**config.mk**
```make
export PLATFORM = sky130hd
export DESIGN_NAME = rnn_cell_engine_flat
export DESIGN_NICKNAME = d
export VERILOG_FILES = /design/src/rtl/rnn_pkg.sv /design/src/rtl/rnn_cell_engine_if.sv /design/src/rtl/rnn_mac.sv /design/src/rtl/tensor_1d.sv /design/src/rtl/tensor_2d.sv /design/src/rtl/rnn_cell_engine.sv /design/src/flat_wrapper.sv
export SDC_FILE = /design/constraint.sdc
export NUM_CORES = 2
export LEC_CHECK = 0
export CORE_MARGIN = 3
export CORE_UTILIZATION = 35
export CTS_BUF_LIST = sky130_fd_sc_hd__clkbuf_2 sky130_fd_sc_hd__clkbuf_4 sky130_fd_sc_hd__clkbuf_8
export DETAILED_ROUTE_END_ITERATION = 16
export HOLD_SLACK_MARGIN = 0.08
export PLACE_DENSITY = 0.56
export SKIP_CTS_REPAIR_TIMING = 1
export SLEW_MARGIN = 30
export SYNTH_ARGS = -nofsm -noshare
export SYNTH_HDL_FRONTEND = slang
export SYNTH_HIERARCHICAL = 1
export SYNTH_SLANG_ARGS = --single-unit
export TNS_END_PERCENT = 1
```
**constraint.sdc**
```tcl
create_clock -name clk -period 12.4 [get_ports clk]
set_input_delay 1.86 -clock clk [delete_from_list [all_inputs] [get_ports clk]]
set_output_delay 1.86 -clock clk [all_outputs]
set_load 0.01 [all_outputs]
```
**src/rtl/rnn_pkg.sv**
```systemverilog
// rnn_pkg: shared states, register map and saturation helper for the RNN cell engine
package rnn_pkg;
  typedef enum logic [2:0] {
    S_IDLE, S_MAC, S_ROW_WB, S_COMMIT, S_DENSE, S_DENSE_WB, S_DONE
  } rnn_state_t;
  localparam logic [31:0] REG_CTRL = 32'd0;
  localparam logic [31:0] REG_X    = 32'd1;
  localparam logic [31:0] REG_WX   = 32'd2;
  localparam logic [31:0] REG_WH   = 32'd3;
  localparam logic [31:0] REG_B    = 32'd4;
  localparam logic [31:0] REG_D    = 32'd5;
  localparam logic [31:0] REG_DB   = 32'd6;
  localparam logic [31:0] REG_Y    = 32'd7;
  localparam logic [31:0] REG_H0   = 32'd8;
  localparam int CTRL_START   = 0;
  localparam int CTRL_CLEAR_H = 1;
  // Drops the fractional bits (toward -inf) and pins the result into [lo, hi].
  function automatic logic signed [63:0] sat_shift(input logic signed [63:0] acc,
                                                   input logic signed [63:0] lo,
                                                   input logic signed [63:0] hi,
                                                   input int frac);
    logic signed [63:0] s;
    s = acc >>> frac;
    return s < lo ? lo : s > hi ? hi : s;
  endfunction
endpackage

```
**src/rtl/rnn_cell_engine_if.sv**
```systemverilog
// rnn_cell_engine_if: word-addressed register bus between host and engine
interface rnn_cell_engine_if;
  logic        read;
  logic        write;
  logic [31:0] addr;
  logic [31:0] data_in;
  logic [31:0] data_out;
  modport master(output read, write, addr, data_in, input data_out);
  modport slave(input read, write, addr, data_in, output data_out);
endinterface

```
**src/rtl/rnn_mac.sv**
```systemverilog
// rnn_mac: signed multiply-accumulate with bias load and clamp/saturate taps
module rnn_mac import rnn_pkg::*; #(
  parameter int DATA_W = 16,
  parameter int FRAC_W = 8,
  parameter int ACC_W  = 35
) (
  input  logic                     clk,
  input  logic                     rst_n,
  input  logic                     load,
  input  logic                     en,
  input  logic signed [DATA_W-1:0] bias,
  input  logic signed [DATA_W-1:0] a,
  input  logic signed [DATA_W-1:0] b,
  output logic signed [DATA_W-1:0] clamp_q,
  output logic signed [DATA_W-1:0] sat_q
);
  logic signed [2*DATA_W-1:0] p;
  logic signed [ACC_W-1:0]    prod, acc;
  assign p    = a * b;
  assign prod = ACC_W'(p);
  // load restarts the sum at the scaled bias plus the first product.
  always_ff @(posedge clk or negedge rst_n) begin
    if (!rst_n) acc <= '0;
    else acc <= load ? (ACC_W'(bias) <<< FRAC_W) + prod : en ? acc + prod : acc;
  end
  assign clamp_q = DATA_W'(sat_shift(64'(acc), -(64'sd1 <<< FRAC_W), 64'sd1 <<< FRAC_W, FRAC_W));
  assign sat_q   = DATA_W'(sat_shift(64'(acc), -(64'sd1 <<< (DATA_W-1)),
                                     (64'sd1 <<< (DATA_W-1)) - 64'sd1, FRAC_W));
endmodule

```
**src/rtl/tensor_1d.sv**
```systemverilog
// tensor_1d: vector register file with indexed write, bulk load and clear
module tensor_1d #(
  parameter int LEN    = 4,
  parameter int DATA_W = 16
) (
  input  logic                         clk,
  input  logic                         rst_n,
  input  logic                         clr,
  input  logic                         we,
  input  logic [7:0]                   idx,
  input  logic [DATA_W-1:0]            wdata,
  input  logic                         ld,
  input  logic [LEN-1:0][DATA_W-1:0]   ld_data,
  output logic [LEN-1:0][DATA_W-1:0]   q
);
  // Indices that match no element are dropped, so nothing aliases.
  always_ff @(posedge clk or negedge rst_n) begin
    if (!rst_n) q <= '0;
    else if (clr) q <= '0;
    else if (ld) q <= ld_data;
    else for (int i = 0; i < LEN; i++) if (we && idx == 8'(i)) q[i] <= wdata;
  end
endmodule

```
**src/rtl/tensor_2d.sv**
```systemverilog
// tensor_2d: matrix register file with row/col indexed write
module tensor_2d #(
  parameter int ROWS   = 4,
  parameter int COLS   = 2,
  parameter int DATA_W = 16
) (
  input  logic                                   clk,
  input  logic                                   rst_n,
  input  logic                                   we,
  input  logic [7:0]                             row,
  input  logic [7:0]                             col,
  input  logic [DATA_W-1:0]                      wdata,
  output logic [ROWS-1:0][COLS-1:0][DATA_W-1:0]  q
);
  // Only an exact in-range row/col match is written.
  always_ff @(posedge clk or negedge rst_n) begin
    if (!rst_n) q <= '0;
    else
      for (int r = 0; r < ROWS; r++)
        for (int c = 0; c < COLS; c++)
          if (we && row == 8'(r) && col == 8'(c)) q[r][c] <= wdata;
  end
endmodule

```
**src/rtl/rnn_cell_engine.sv**
```systemverilog
// rnn_cell_engine: memory-mapped Elman RNN cell using one time-shared MAC
module rnn_cell_engine import rnn_pkg::*; #(
  parameter int IN_LEN  = 2,
  parameter int HID_LEN = 4,
  parameter int DATA_W  = 16,
  parameter int FRAC_W  = 8
) (
  input logic               clk,
  input logic               rst_n,
  rnn_cell_engine_if.slave  bus
);
  localparam int ACC_W = 2*DATA_W + $clog2(IN_LEN+HID_LEN+2);
  localparam int NT    = IN_LEN + HID_LEN;
  localparam int CW    = $clog2(NT+1);
  localparam int RW    = $clog2(HID_LEN+1);
  rnn_state_t st, st_nx;
  logic [CW-1:0] col;
  logic [RW-1:0] row;
  logic idle, wr, start, clr_h, mac_on, last_col;
  logic [7:0] r_in, i_in;
  logic [DATA_W-1:0] v_in;
  logic [IN_LEN-1:0][DATA_W-1:0] x_q;
  logic [HID_LEN-1:0][DATA_W-1:0] b_q, d_q, h_q, hn;
  logic [HID_LEN-1:0][IN_LEN-1:0][DATA_W-1:0] wx_q;
  logic [HID_LEN-1:0][HID_LEN-1:0][DATA_W-1:0] wh_q;
  logic signed [DATA_W-1:0] db, y, op_a, op_b, bias, clamp_q, sat_q;
  logic [31:0] rd;
  assign r_in     = bus.data_in[31:24];
  assign i_in     = bus.data_in[23:16];
  assign v_in     = bus.data_in[DATA_W-1:0];
  assign idle     = st == S_IDLE || st == S_DONE;
  assign wr       = bus.write && idle;
  assign start    = wr && bus.addr == REG_CTRL && bus.data_in[CTRL_START];
  assign clr_h    = wr && bus.addr == REG_CTRL && bus.data_in[CTRL_CLEAR_H];
  assign mac_on   = st == S_MAC || st == S_DENSE;
  assign last_col = st == S_MAC ? col == CW'(NT-1) : col == CW'(HID_LEN-1);
  tensor_1d #(.LEN(IN_LEN), .DATA_W(DATA_W)) u_x (.clk, .rst_n, .clr(1'b0),
    .we(wr && bus.addr == REG_X), .idx(i_in), .wdata(v_in), .ld(1'b0), .ld_data('0), .q(x_q));
  tensor_1d #(.LEN(HID_LEN), .DATA_W(DATA_W)) u_b (.clk, .rst_n, .clr(1'b0),
    .we(wr && bus.addr == REG_B), .idx(i_in), .wdata(v_in), .ld(1'b0), .ld_data('0), .q(b_q));
  tensor_1d #(.LEN(HID_LEN), .DATA_W(DATA_W)) u_d (.clk, .rst_n, .clr(1'b0),
    .we(wr && bus.addr == REG_D), .idx(i_in), .wdata(v_in), .ld(1'b0), .ld_data('0), .q(d_q));
  tensor_1d #(.LEN(HID_LEN), .DATA_W(DATA_W)) u_h (.clk, .rst_n, .clr(clr_h),
    .we(1'b0), .idx(8'd0), .wdata('0), .ld(st == S_COMMIT), .ld_data(hn), .q(h_q));
  tensor_2d #(.ROWS(HID_LEN), .COLS(IN_LEN), .DATA_W(DATA_W)) u_wx (.clk, .rst_n,
    .we(wr && bus.addr == REG_WX), .row(r_in), .col(i_in), .wdata(v_in), .q(wx_q));
  tensor_2d #(.ROWS(HID_LEN), .COLS(HID_LEN), .DATA_W(DATA_W)) u_wh (.clk, .rst_n,
    .we(wr && bus.addr == REG_WH), .row(r_in), .col(i_in), .wdata(v_in), .q(wh_q));
  rnn_mac #(.DATA_W(DATA_W), .FRAC_W(FRAC_W), .ACC_W(ACC_W)) u_mac (.clk, .rst_n,
    .load(mac_on && col == '0), .en(mac_on), .bias, .a(op_a), .b(op_b), .clamp_q, .sat_q);
  // State register.
  always_ff @(posedge clk or negedge rst_n) begin
    if (!rst_n) st <= S_IDLE;
    else st <= st_nx;
  end
  // Sequencing: rows of MAC terms, then commit h, then the dense output.
  always_comb begin
    st_nx = st;
    case (st)
      S_IDLE, S_DONE: st_nx = start ? S_MAC : st;
      S_MAC:          st_nx = last_col ? S_ROW_WB : S_MAC;
      S_ROW_WB:       st_nx = row == RW'(HID_LEN-1) ? S_COMMIT : S_MAC;
      S_COMMIT:       st_nx = S_DENSE;
      S_DENSE:        st_nx = last_col ? S_DENSE_WB : S_DENSE;
      S_DENSE_WB:     st_nx = S_DONE;
      default:        st_nx = S_IDLE;
    endcase
  end
  // Term counter within a row/dense pass and the current hidden row.
  always_ff @(posedge clk or negedge rst_n) begin
    if (!rst_n) begin
      col <= '0;
      row <= '0;
    end else begin
      col <= mac_on && !last_col ? col + CW'(1) : '0;
      row <= st == S_ROW_WB ? row + RW'(1) : st == S_MAC ? row : '0;
    end
  end
  // Operand and bias select: Wx*x terms, then Wh*h terms, or d*h in the dense pass.
  always_comb begin
    op_a = '0;
    op_b = '0;
    bias = st == S_DENSE ? db : '0;
    for (int r = 0; r < HID_LEN; r++) begin
      if (st == S_MAC && row == RW'(r)) bias = b_q[r];
      for (int k = 0; k < IN_LEN; k++)
        if (st == S_MAC && row == RW'(r) && col == CW'(k)) {op_a, op_b} = {wx_q[r][k], x_q[k]};
      for (int k = 0; k < HID_LEN; k++)
        if (st == S_MAC && row == RW'(r) && col == CW'(IN_LEN+k)) {op_a, op_b} = {wh_q[r][k], h_q[k]};
    end
    for (int k = 0; k < HID_LEN; k++)
      if (st == S_DENSE && col == CW'(k)) {op_a, op_b} = {d_q[k], h_q[k]};
  end
  // Shadow h rows, output y and the dense bias db.
  always_ff @(posedge clk or negedge rst_n) begin
    if (!rst_n) begin
      hn <= '0;
      y  <= '0;
      db <= '0;
    end else begin
      for (int r = 0; r < HID_LEN; r++) if (st == S_ROW_WB && row == RW'(r)) hn[r] <= clamp_q;
      if (st == S_DENSE_WB) y <= sat_q;
      if (wr && bus.addr == REG_DB) db <= v_in;
    end
  end
  // Read decode of status, y and committed h.
  always_comb begin
    rd = '0;
    if (bus.addr == REG_CTRL) rd = {30'b0, st == S_DONE, !idle};
    if (bus.addr == REG_Y) rd = 32'(y);
    for (int k = 0; k < HID_LEN; k++) if (bus.addr == REG_H0 + 32'(k)) rd = 32'($signed(h_q[k]));
  end
  // Registered read data, held between reads.
  always_ff @(posedge clk or negedge rst_n) begin
    if (!rst_n) bus.data_out <= '0;
    else if (bus.read) bus.data_out <= rd;
  end
endmodule

```
**src/flat_wrapper.sv**
```systemverilog
// flat-port wrapper written by rule: the top's interface ports become plain ports
module rnn_cell_engine_flat import rnn_pkg::*;
#(
  parameter int IN_LEN  = 2,
  parameter int HID_LEN = 4,
  parameter int DATA_W  = 16,
  parameter int FRAC_W  = 8
)
  (clk, rst_n, bus_read, bus_write, bus_addr, bus_data_in, bus_data_out);
  rnn_cell_engine_if bus_i ();
  input logic clk;
  input logic rst_n;
  input wire logic [$bits(bus_i.read)-1:0] bus_read;
  input wire logic [$bits(bus_i.write)-1:0] bus_write;
  input wire logic [$bits(bus_i.addr)-1:0] bus_addr;
  input wire logic [$bits(bus_i.data_in)-1:0] bus_data_in;
  output wire logic [$bits(bus_i.data_out)-1:0] bus_data_out;
  assign bus_i.read = bus_read;
  assign bus_i.write = bus_write;
  assign bus_i.addr = bus_addr;
  assign bus_i.data_in = bus_data_in;
  assign bus_data_out = bus_i.data_out;
  rnn_cell_engine #(.IN_LEN(IN_LEN), .HID_LEN(HID_LEN), .DATA_W(DATA_W), .FRAC_W(FRAC_W)) u_core (.clk(clk), .rst_n(rst_n), .bus(bus_i));
endmodule
```
# == Word level (Yosys, flattened, before mapping) ==
# Index checks and enable logic that the tools add are counted.
# op_classes
n_addsub,4
n_mul,1
magnitude_cmp,4
eq_ne,33
mux,84
reduce_logical,103
# op_table
cell,count
two-way mux 16 bit,65
two-way mux 32 bit,5
== test 32 x 3 -> 1 bit (second input constant),4
== test 32 x 4 -> 1 bit (second input constant),4
two-way mux 64 bit,2
logical AND 1 bit,90
two-way mux 35 bit,2
== test 32 x 2 -> 1 bit (second input constant),2
adder 35 x 32 -> 35 bit,1
adder 24 x 32 -> 33 bit,1
== test 32 x 1 -> 1 bit (second input constant),1
== test 8 x 2 -> 1 bit (second input constant),4
zero test 32 bit,1
multiplier 16 x 16 -> 32 bit,1
> comparator 27 x 10 -> 1 bit (second input constant),1
> comparator 27 x 16 -> 1 bit (second input constant),1
< comparator 27 x 16 -> 1 bit (second input constant),1
< comparator 27 x 9 -> 1 bit (second input constant),1
== test 3 x 2 -> 1 bit (second input constant),6
case mux 3 bit (6 select lines),1
== test 8 x 1 -> 1 bit (second input constant),2
zero test 8 bit,2
== test 3 bit (second input constant),5
two-way mux 3 bit,4
other kinds (10),22
# totals
regBits,780
input_bits,68
output_inout_bits,32
elab_cells,278

# == Depth between registers and ports, before layout ==
# logic_depth
depth_word,35
ltp_mapped,48

# == Hierarchy ==
# The synthesis kept the hierarchy.
# by_module_without_submodules
module,instances,cells_per_inst,area_per_inst_um2,seq_area_each_um2
rnn_mac,1,1664,14463.9,875.8
rnn_cell_engine,1,1856,13865.8,3027.9
tensor_2d at u_core.u_wh,1,585,9708.1,6406.1
tensor_1d at u_core.u_b ...,3,322,3150.5,1601.5
tensor_2d at u_core.u_wx,1,284,4997.3,3203.1
tensor_1d at u_core.u_x,1,193,1983.2,800.8

# == Least setup slack after synthesis ==
# No wires, ideal clock.
# synth_path
kind,reg-to-reg
startpoint,register u_core.col[2]
endpoint,register u_core.u_mac.acc[33]
setup_ns,0.086
t_arrival_ns,10.539
slack_ns,1.776
path_stages_with_launch,45
period_less_slack_ns,10.624
cell_sequence,dfrtp_1 > buf_4 > buf_4 > buf_6 > clkinv_1 > ha_1 > buf_2 > buf_1 > clkbuf_1 > a21oi_1 > a21oi_1 > a21oi_1 > a2111oi_0 > nor2_1 > a211oi_1 > clkbuf_1 > and2_1 > fa_1 > [... 9 more ...] > ha_1 > a21oi_1 > a32oi_1 > a41oi_1 > o21ai_1 > a221oi_1 > nor4b_2 > o31ai_1 > and4_1 > or4b_1 > ha_1 > a21oi_1 > o21ai_0 > and3_1 > a221oi_1 > a21oi_1 > and3_1 > nor3_1
# synth_between
elab_chain_cells,34
# synth_rtl
element,line,rtl
start: declaration,rnn_cell_engine.sv:17,logic [CW-1:0] col;
start signal: assignment,rnn_cell_engine.sv:75,col <= mac_on && !last_col ? col + CW'(1) : '0;
zero test 3 bit,"rnn_cell_engine.sv:87, rnn_cell_engine.sv:92",
logical AND 1 bit,rnn_cell_engine.sv:87,"if (st == S_MAC && row == RW'(r) && col == CW'(k)) {op_a, op_b} = {wx_q[r][k], x_q[k]};"
two-way mux 16 bit (2 in series),rnn_cell_engine.sv:87,
two-way mux 16 bit (4 in series),rnn_cell_engine.sv:89,"if (st == S_MAC && row == RW'(r) && col == CW'(IN_LEN+k)) {op_a, op_b} = {wh_q[r][k], h_q[k]};"
two-way mux 16 bit (2 in series),rnn_cell_engine.sv:87,
two-way mux 16 bit (4 in series),rnn_cell_engine.sv:89,
two-way mux 16 bit (2 in series),rnn_cell_engine.sv:87,
two-way mux 16 bit (4 in series),rnn_cell_engine.sv:89,
two-way mux 16 bit (2 in series),rnn_cell_engine.sv:87,
two-way mux 16 bit (4 in series),rnn_cell_engine.sv:89,
two-way mux 16 bit (3 in series),rnn_cell_engine.sv:92,"if (st == S_DENSE && col == CW'(k)) {op_a, op_b} = {d_q[k], h_q[k]};"
two-way mux 16 bit (*),rnn_cell_engine.sv:92,
via u_core.op_a[5],rnn_cell_engine.sv:26,"logic signed [DATA_W-1:0] db, y, op_a, op_b, bias, clamp_q, sat_q;"
multiplier 16 x 16 -> 32 bit (*),rnn_mac.sv:19,assign p = a * b;
adder 35 x 32 -> 35 bit,rnn_mac.sv:24,else acc <= load ? (ACC_W'(bias) <<< FRAC_W) + prod : en ? acc + prod : acc;
two-way mux 35 bit,rnn_mac.sv:24,
two-way mux 35 bit (*),rnn_mac.sv:24,
end signal: assignment,rnn_mac.sv:24,
end: declaration,rnn_mac.sv:18,"logic signed [ACC_W-1:0] prod, acc;"
# The timed path passes the listed nets; every way through them passes the cells marked *. The select of a mux whose other input is x is not followed.
# A chain may end at the register's enable or synchronous reset.

# == Final worst setup path ==
# layout_path
startpoint,register u_core.col[0]
endpoint,register u_core.u_mac.acc[31]
# layout_between
elab_chain_cells,34
# layout_rtl
element,line
zero test 3 bit,"rnn_cell_engine.sv:87, rnn_cell_engine.sv:92"
logical AND 1 bit,rnn_cell_engine.sv:87
two-way mux 16 bit (2 in series),rnn_cell_engine.sv:87
two-way mux 16 bit (4 in series),rnn_cell_engine.sv:89
two-way mux 16 bit (2 in series),rnn_cell_engine.sv:87
two-way mux 16 bit (4 in series),rnn_cell_engine.sv:89
two-way mux 16 bit (2 in series),rnn_cell_engine.sv:87
two-way mux 16 bit (4 in series),rnn_cell_engine.sv:89
two-way mux 16 bit (2 in series),rnn_cell_engine.sv:87
two-way mux 16 bit (4 in series),rnn_cell_engine.sv:89
two-way mux 16 bit (3 in series),rnn_cell_engine.sv:92
two-way mux 16 bit (*),rnn_cell_engine.sv:92
via u_core.op_b[1],rnn_cell_engine.sv:26
multiplier 16 x 16 -> 32 bit (*),rnn_mac.sv:19
adder 35 x 32 -> 35 bit,rnn_mac.sv:24
two-way mux 35 bit,rnn_mac.sv:24
two-way mux 35 bit (*),rnn_mac.sv:24
# Marks and branches as above.

==> results.toml <==
[outcome]
outcome = "complete, no violations"

[worst_setup_path]
crit_path_end_kind = "register"
critPathMostFrequentCell = "fa_1"
crit_type = "reg -> reg"
cp-start-kind = "register"
cp_max_fo = 17
crit_required_ns = 13.18
r2r_start = "u_core/col[0]$_DFF_PN0_"
crit_start = "u_core/col[0]$_DFF_PN0_"
cp.arrival_ns = 12.69
critPathMaxStageDelay_ns = 0.64
critPathSlowestCell = "nor4b_2"
reg2reg_depth = 38

[sta]
whs_ns = 0.497
drv_slew = 0
worst_pin_slew_ns = 1.11
max_freq_mhz = 84.0
clock_skew_ns = 0.0449
setup_slack_ns = 0.491
timing.slew.headroom_pct = 26.2
fin_crit_sh_pct = 96.0
hold_viol = 0
fin_crit_ns = 11.91
tns_ns = 0
rsz0062_at_grt = "no"
setup_viol = 0

[route]
vias = 48600
finalWirelength_um = 229000
drc = 0
routed_via_density = 6.01
antenna_left = 0
firstDrtPassIters = 9
routedWlPerCell_um = 28.3
first_iter_violations = 5759

[logic_synthesis]
ys_types = 110
syn_inst = 5548
syn_avg_cell_area_um2 = 9.82
synthFlopType = "dfrtp_1"
synth.cell_area_um2 = 54500
ys_ff_latch = 764
seq_area_frac_synth_pct = 35.1
synth_edf_count = 0
yosys_warnings = 6
async_flop_share_pct = 100

[clock_network]
htree_levels = 4
cts_sinks = 764
cts_root_buf = "clkbuf_8"
cts_tree = "yes"
cts_max_path_buffers = 3
cts_inserted_buffers = 141
clk_pin_slew_worst_paths_ns = 0.06
insertion_delay_ns = 0.94

[flow_run]
maxCapViolCount = 0

[placement]
dpl_cell_area_um2 = 59600
dp_hpwl_um = 165000
gp_congestion = 1.02
portBuffers = 99
post-place-ws_ns = -0.127

[grt]
antenna_found_initial = 7
grt_start_max_net_pins = 168
grt_pass1_vias = 47500
grt_pass1_wl_um = 334000
grt_usage_pct = 27.9
grt-ovfl-total = 0

[power]
irDropWorstVdd_mv = 0.113
pwr-share-comb_pct = 14.8
powerDensity_nw_per_um2 = 102
power.internal_mw = 4.43
p_clk_share_pct = 42.6
switching_power_mw = 2.01
swShare_pct = 31.2
seq_power_share_pct = 42.6
leakage_nw = 29.9

[floorplanning]
ios = 100
std_cell_rows = 144
die_area_um2 = 160000
die_w_um = 400
initial_utilization_pct = 35.3
core_area_um2 = 154000
die_y_um = 400

[finish]
final_net_count = 6418
area_growth_syn_to_layout_pct = 15.7
fin_area_um2 = 63000
final_layout_size_suffix_gt1_share_pct = 19.9
n_fill_cell = 15200
final_util_pct = 40.8

[worst_hold_path]
hold_path_class = "reg -> reg"
holdPathStages = 1
min_from = "u_core/db[6]$_DFFE_PN0P_"
[area by class of cell]
class | count | area, um^2 | area share [%]
diodes | 10 | 25.0 | 0.0397
flip-flops and latches | 764 | 19100 | 30.3
clock inverters | 39 | 490 | 0.778
clock buffers | 204 | 2600 | 4.13
repair buffers | 417 | 3520 | 5.59
inverters | 337 | 1270 | 2.01
multi-input cells | 4272 | 33400 | 53.0
well taps | 2044 | 2560 | 4.06
[layer usage]
metal	GRT usage, %	share of wire [%]
met5	0	0.024
met4	10.9	4.1
met3	8.33	11
met2	41.2	43
met1	38.3	42
[metrics by stage]
step | instances | power (mW)
2_1_floorplan | 5767 | 3.23
3_3_place_gp | 7828 | 3.67
3_5_place_dp | 7831 | 3.68
4_1_cts | 8074 | 6.43
5_1_grt | 8079 | 6.67
6_report | 8087 | 6.44
[kinds of logic after synthesis]
group | Yosys count | synth area share (%)
buffers and inverters | 731 | 5.70
and+or+nand+nor | 1491 | 14.1
DFF | 764 | 35.1
AOI/OAI and AO/OA | 1574 | 20.4
other | 1 | 0.00688
muxes | 494 | 10.3
adders and majority gates | 417 | 13.2
xor gates and xnor gates | 76 | 1.22
[layout by cell type (no fill, tap or decap), types with 26 or more instances in the layout]
cell             Yosys  routed
o21ai_1             18      26
fa_1               264     264
nor3_1              87      80
buf_4               38     306
a22oi_1             49      49
clkbuf_4             1      33
and3_1              31      30
conb_1               1     220
nor2b_1             95      92
xnor2_1             52      52
clkdlybuf4s50_1      0      96
nand2b_1            43      42
o21ai_0            203     195
a22o_1              37      37
a221oi_1           291     287
or3_1               37      36
o21a_1              43      41
nor4_1              33      31
ha_1               153     149
a21oi_1            403     402
and2_1             131     129
dfrtp_1            764     764
a21o_1              50      50
a221o_1             52      52
clkbuf_8             0     171
nand3_1             69      68
nand2_1            356     351
inv_1              333     333
mux2_2             456     456
a31oi_1             36      34
o22ai_1            110     109
nor2_1             446     442
o221ai_1            36      36
a211oi_1            28      26
[critical path, delay by kind of cell, from the launching register on]
kind	cells	cell delay, ns
buf+inv	6	1.12
compound gates	13	3.58
flops	1	0.44
xor+xnor	2	0.29
simple gates	8	2.24
fa+ha+maj	9	4.06
[cell usage after synthesis (15+ instances only)]
library cell,instances,area [um^2]
nor4_1,33,206
a221o_1,52,521
or3_1,37,231
o21bai_1,15,113
buf_2,57,285
or4_1,16,120
o21ai_1,18,90.1
xor2_1,24,210
xnor2_1,52,455
inv_1,333,1250
nand3_1,69,345
o211ai_1,18,135
o221ai_1,36,315
nand2b_1,43,269
a22o_1,37,324
a31oi_1,36,225
ha_1,153,1910
fa_1,264,5290
a211oi_1,28,210
nand4_1,17,106
clkbuf_1,261,980
and2_1,131,820
nor3_1,87,435
o21a_1,43,323
a222oi_1,19,190
and3_1,31,194
o2111ai_1,15,131
mux2_2,456,5130
o22ai_1,110,688
nand2_1,356,1340
o22a_1,16,140
a221o_2,15,169
nor2b_1,95,594
a22oi_1,49,368
nor2_1,446,1670
dfrtp_1,764,19100
a21o_1,50,375
nand3b_1,17,128
buf_6,19,214
a221oi_1,291,2550
buf_1,17,63.8
a21oi_1,403,2020
buf_4,38,285
o21ai_0,203,1020
[power groups by stage]
stage	combinational, mW	clock [mW]	sequential [mW]
2_1_floorplan	0.532	0	2.70
3_3_place_gp	0.888	0	2.78
3_5_place_dp	0.901	0	2.78
4_1_cts	0.903	2.80	2.73
5_1_grt	1.01	2.91	2.75
6_report	0.953	2.74	2.75
[registers in the layout, indices dropped and copies added, names as in the netlist]
register / flops
u_core/u_mac/acc: 35
u_core/row: 3
u_core/u_h/q: 64
u_core/u_wh/q: 256
u_core/u_wx/q: 128
u_core/st: 3
u_core/bus.data_out: 16
u_core/db: 16
u_core/col: 3
u_core/u_x/q: 32
u_core/y: 16
u_core/u_b/q: 64
u_core/u_d/q: 64
u_core/hn: 64
[worst paths after layout]
path                       slack (ns)                               end
max                              0.49  u_core/u_mac/acc[31]$_DFFE_PN0P_
min                              0.50          u_core/db[6]$_DFFE_PN0P_
max reg2reg                      0.49  u_core/u_mac/acc[31]$_DFFE_PN0P_
min reg2reg                      0.50          u_core/db[6]$_DFFE_PN0P_
max in group asynchronous        9.17    u_core/u_wh/q[241]$_DFFE_PN0P_
min in group asynchronous        0.92      u_core/u_b/q[52]$_DFFE_PN0P_
No activity file was read; power rests on OpenSTA's default activity.
